File: src/rtl/uart_tx_framer.sv
// rtl/uart_tx_framer.sv - UART transmit framer: handshake intake, per-word parity, start/data/parity/stop serialiser
module uart_tx_framer #(
  parameter int DATA_W       = 7,
  parameter int STOP_BITS    = 1,
  parameter int CLKS_PER_BIT = 16
) (
  input  logic              clk,
  input  logic              rst_n,
  input  logic [DATA_W-1:0] din,
  input  logic [1:0]        par_mode,
  input  logic              din_valid,
  output logic              din_ready,
  output logic              tx,
  output logic              p_b,
  output logic              busy,
  output logic              frame_done
);

  localparam int BW = $clog2(DATA_W);
  localparam int CW = $clog2(CLKS_PER_BIT);
  localparam logic [BW-1:0] BIT_LAST  = BW'(DATA_W - 1);
  localparam logic [CW-1:0] BAUD_LAST = CW'(CLKS_PER_BIT - 1);
  localparam logic [CW-1:0] BAUD_PRE  = CW'(CLKS_PER_BIT - 2);

  typedef enum logic [2:0] {IDLE, START, DATA, PARITY, STOP} state_t;

  state_t            state, state_n;
  logic [CW-1:0]     baud_cnt, baud_n;
  logic [BW-1:0]     bit_cnt, bit_n;
  logic              stop_cnt, stop_n;
  logic [DATA_W-1:0] sh_q, sh_n;
  logic              par_en, par_en_n;
  logic              tx_n, p_b_n, busy_n, ready_n, done_n;
  logic              baud_end, last_stop;

  // Outputs are computed one cycle ahead so every output leaves a flop.
  always_comb begin
    baud_end  = (baud_cnt == BAUD_LAST);
    last_stop = (STOP_BITS == 1) || stop_cnt;
    state_n   = state;
    baud_n    = baud_end ? '0 : baud_cnt + 1'b1;
    bit_n     = bit_cnt;
    stop_n    = stop_cnt;
    sh_n      = sh_q;
    par_en_n  = par_en;
    tx_n      = tx;
    p_b_n     = p_b;
    busy_n    = busy;
    ready_n   = din_ready;
    done_n    = 1'b0;
    case (state)
      IDLE: begin
        baud_n = '0;
        if (din_valid && din_ready) begin
          state_n  = START;
          sh_n     = din;
          par_en_n = (par_mode == 2'b01) || (par_mode == 2'b10);
          p_b_n    = (par_mode == 2'b01) ? ^din : (par_mode == 2'b10) ? ~^din : 1'b0;
          tx_n     = 1'b0;
          busy_n   = 1'b1;
          ready_n  = 1'b0;
        end
      end
      START: begin
        if (baud_end) begin
          state_n = DATA;
          bit_n   = '0;
          tx_n    = sh_q[0];
        end
      end
      DATA: begin
        if (baud_end) begin
          if (bit_cnt == BIT_LAST) begin
            state_n = par_en ? PARITY : STOP;
            tx_n    = par_en ? p_b : 1'b1;
            stop_n  = 1'b0;
          end else begin
            bit_n = bit_cnt + 1'b1;
            sh_n  = sh_q >> 1;
            tx_n  = sh_q[1];
          end
        end
      end
      PARITY: begin
        if (baud_end) begin
          state_n = STOP;
          tx_n    = 1'b1;
          stop_n  = 1'b0;
        end
      end
      STOP: begin
        done_n = last_stop && (baud_cnt == BAUD_PRE);
        if (baud_end) begin
          if (last_stop) begin
            state_n = IDLE;
            busy_n  = 1'b0;
            ready_n = 1'b1;
          end else begin
            stop_n = 1'b1;
          end
        end
      end
      default: state_n = IDLE;
    endcase
  end

  always_ff @(posedge clk or negedge rst_n) begin
    if (!rst_n) begin
      state      <= IDLE;
      baud_cnt   <= '0;
      bit_cnt    <= '0;
      stop_cnt   <= 1'b0;
      sh_q       <= '0;
      par_en     <= 1'b0;
      tx         <= 1'b1;
      p_b        <= 1'b0;
      busy       <= 1'b0;
      din_ready  <= 1'b1;
      frame_done <= 1'b0;
    end else begin
      state      <= state_n;
      baud_cnt   <= baud_n;
      bit_cnt    <= bit_n;
      stop_cnt   <= stop_n;
      sh_q       <= sh_n;
      par_en     <= par_en_n;
      tx         <= tx_n;
      p_b        <= p_b_n;
      busy       <= busy_n;
      din_ready  <= ready_n;
      frame_done <= done_n;
    end
  end

endmodule

File: config.mk
export PLATFORM = sky130hd
export DESIGN_NAME = uart_tx_framer
export DESIGN_NICKNAME = d
export VERILOG_FILES = /design/src/rtl/uart_tx_framer.sv
export SDC_FILE = /design/constraint.sdc
export NUM_CORES = 1
export LEC_CHECK = 0
export CAP_MARGIN = 5
export CORE_MARGIN = 1
export CORE_UTILIZATION = 50
export CTS_CLUSTER_SIZE = 24
export DETAILED_ROUTE_END_ITERATION = 16
export PLACE_DENSITY = 0.73
export SLEW_MARGIN = 25
export SYNTH_ARGS = -nofsm -noshare
export SYNTH_HDL_FRONTEND = slang
export SYNTH_SLANG_ARGS = --single-unit
File: constraint.sdc
create_clock -name clk -period 1.8 [get_ports clk]
set_input_delay 0.36 -clock clk [delete_from_list [all_inputs] [get_ports clk]]
set_output_delay 0.36 -clock clk [all_outputs]
set_load 0.1 [all_outputs]
==> results.cfg <==
[status]
outcome = finished, final reports clean

[timing]
layout_min_cycle_time_ps = 1663
drv_slew = 0
finalCritPeriodShare_pct = 92.36
fmax_ghz = 0.6015
setup_viol = 0
slew_headroom_pct = 71.53
setup_tns_ps = 0
final_hold_viol_count = 0
rsz0062_at_grt = false
tightest_slew_ps = 427.0
worst_hold_slack_ps = 364.4
clock_skew_ps = 5.124

[setup_path]
reg2reg_slack_ps = 140
worstPathRequired_ps = 2020
crit_path_max_fanout = 5
worstSetupPathType = reg -> reg
critPathLaunchType = flip-flop
critPathCaptureType = flip-flop
cp.arrival_ps = 1890

[global_route]
grt_pass1_wl_mm = 4.395
antenna_found_initial = 0
grt_pass1_vias = 1034
grt-ovfl-total = 0
grt_max_degree = 24
grt.total_usage_pct = 21.75

[route]
wl_met2_mm = 1.292
route.met3.wl_um = 102
routedWlPerCell_um = 14.21
wl_met1_mm = 1.150
via_per_inst = 5.770
drc = 0
highest_layer = met4
dr.pass1.iters = 4
first_iter_violations = 16
vias = 1056
final_antenna_net_count = 0
drt-total-wl_mm = 2.601

[floorplan]
die_y_um = 53.38
initial_core_util_pct = 53.28
rows = 18
fp.dieArea_um2 = 2849
fp.dieW_um = 53.38
core-area_um2 = 2477
num_io_pins = 17

[logic_synthesis]
yosys_warnings = 0
synth-simple-area-share_pct = 15.64
synth_compound_area_share_pct = 19.72
yosysTopAreaCell = dfrtp_1
synth_top_area_share_pct = 39.81
async_reset_ff_share_pct = 100.0
synth.most_common_cell = dfrtp_1
synth_cell_types = 42
ys_seq_area_share_pct = 43.79
ys_top_cells_by_area = dfrtp_1 (40%), ha_1 (5.7%), a21oi_1 (5.3%)
ys_seq_elements = 23
synthAdderAreaFrac_pct = 5.687
synth_top_family_by_area = compound AO/OA/AOI/OAI gates
synth_edf_count = 0
synth_xor_area_share_pct = 5.403
avgSynthCellArea_um2 = 10.00
muxShareOfSynthArea_pct = 4.265
netlist_instances = 132
ys.flop_type = dfrtp_1
syn_area_um2 = 1320
synthTopCellsByCount = dfrtp_1 (21), a21oi_1 (14), inv_1 (13), nor2_1 (9)
syn-num-nets = 150

[power_and_ir_drop]
p_leak_nw = 0.6708
ir_drop_v = 0.0004520
p_total_mw = 0.8425
p_per_area_nw_per_um2 = 524.0

[final_layout]
fin_cells = 183
areaGrowthSynthToFinish_pct = 21.80
antenna_cells = 0
nets = 172
drive_above_1_share_pct = 16.99

[clock_tree]
cts_buffers = 3
cts_tree = done
clkSlewWorstSetupHoldPaths_ps = 120
cts-root-buf = clkbuf_4
hold_buffers = 0
postCtsSetupRepairBufs = 0
ctsResizeCount = 0
clock-sinks = 23
clock_latency_ps = 320
clockBufferDepth = 2
htree_num_levels = 1

[flow_run]
max-cap-violations = 0

[placement]
port_buffers = 16
post-dp-hpwl_mm = 2.017
placed_cells = 179
gp_congestion = 0.7848

[worst_hold_path]
min_path_type = in -> async
## sequential cells by signal (all words and copies together) (netlist names)
name,count
par_en,1
frame_done,1
busy,1
p_b,1
tx,1
baud_cnt,4
sh_q,7
din_ready,1
bit_cnt,3
state,3
## where the power goes
part           internal, mW  switching, mW
Sequential            0.517              0
Combinational        0.0495         0.0294
Clock                0.0870          0.160
Total                 0.653          0.189
## per-stage QoR
stage	area, um2	setup slack [ps]	util (%)
after global routing	1608	18.63	64.90
final	1608	137.5	64.90
after floorplan	1320	61.42	-
after detailed placement	1582	-85.60	63.84
after CTS	1608	136.5	64.90
after global placement	1582	-41.56	63.84
## cells in the final DEF (no fill, tap or decap), types with 5 or more instances in the layout
cell type / count
dfrtp_1: 21
inv_1: 13
a21oi_1: 14
o22ai_1: 7
clkdlybuf4s50_1: 11
nor2_1: 9
buf_12: 5
buf_4: 5
nand2_1: 7
ha_1: 6
o21ai_0: 6
## per-layer routing
metal / vias up / GRT usage, %
met1: 509 / 24.78
met5: - / 0
met2: 26 / 38.54
met4: 0 / 11.40
met3: 6 / 3.161
li1: 515 / -
## worst max-delay path, cell delays in order (launching register included)
cell and delay (ps):
dfrtp_1 400, inv_1 90, ha_1 250, nand2_1 170
a21oi_1 260, nor3_2 80, mux2_1 310
## final timing paths
path | to | start | cells past startpoint
max | bit_cnt[1] | bit_cnt[0] | 6
max reg2reg | bit_cnt[1] | bit_cnt[0] | 6
min reg2reg | sh_q[0] | sh_q[0] | 2
max in group asynchronous | din_ready | rst_n | 2
min in group clk | sh_q[0] | sh_q[0] | 2
min | state[1] | rst_n | 2
## logic make-up after synthesis
family                   Yosys count
adder cells (fa/ha/maj)            6
AO/OA/AOI/OAI                     41
AND/OR/NAND/NOR                   35
XOR/XNOR                           5
buffers and inverters             17
multiplexers                       5
flip-flops                        23
## area by class of cell
| cell class | count | area [um2] |
|---|---|---|
| Sequential cell | 23 | 578.1 |
| Inverter | 13 | 48.80 |
| Clock buffer | 4 | 26.28 |
| Fill cell | 216 | 869.6 |
| Multi-Input combinational cell | 92 | 669.4 |
| Timing Repair Buffer | 21 | 247.7 |
| Tap cell | 30 | 37.54 |
Power figures use the tool's default switching activity.
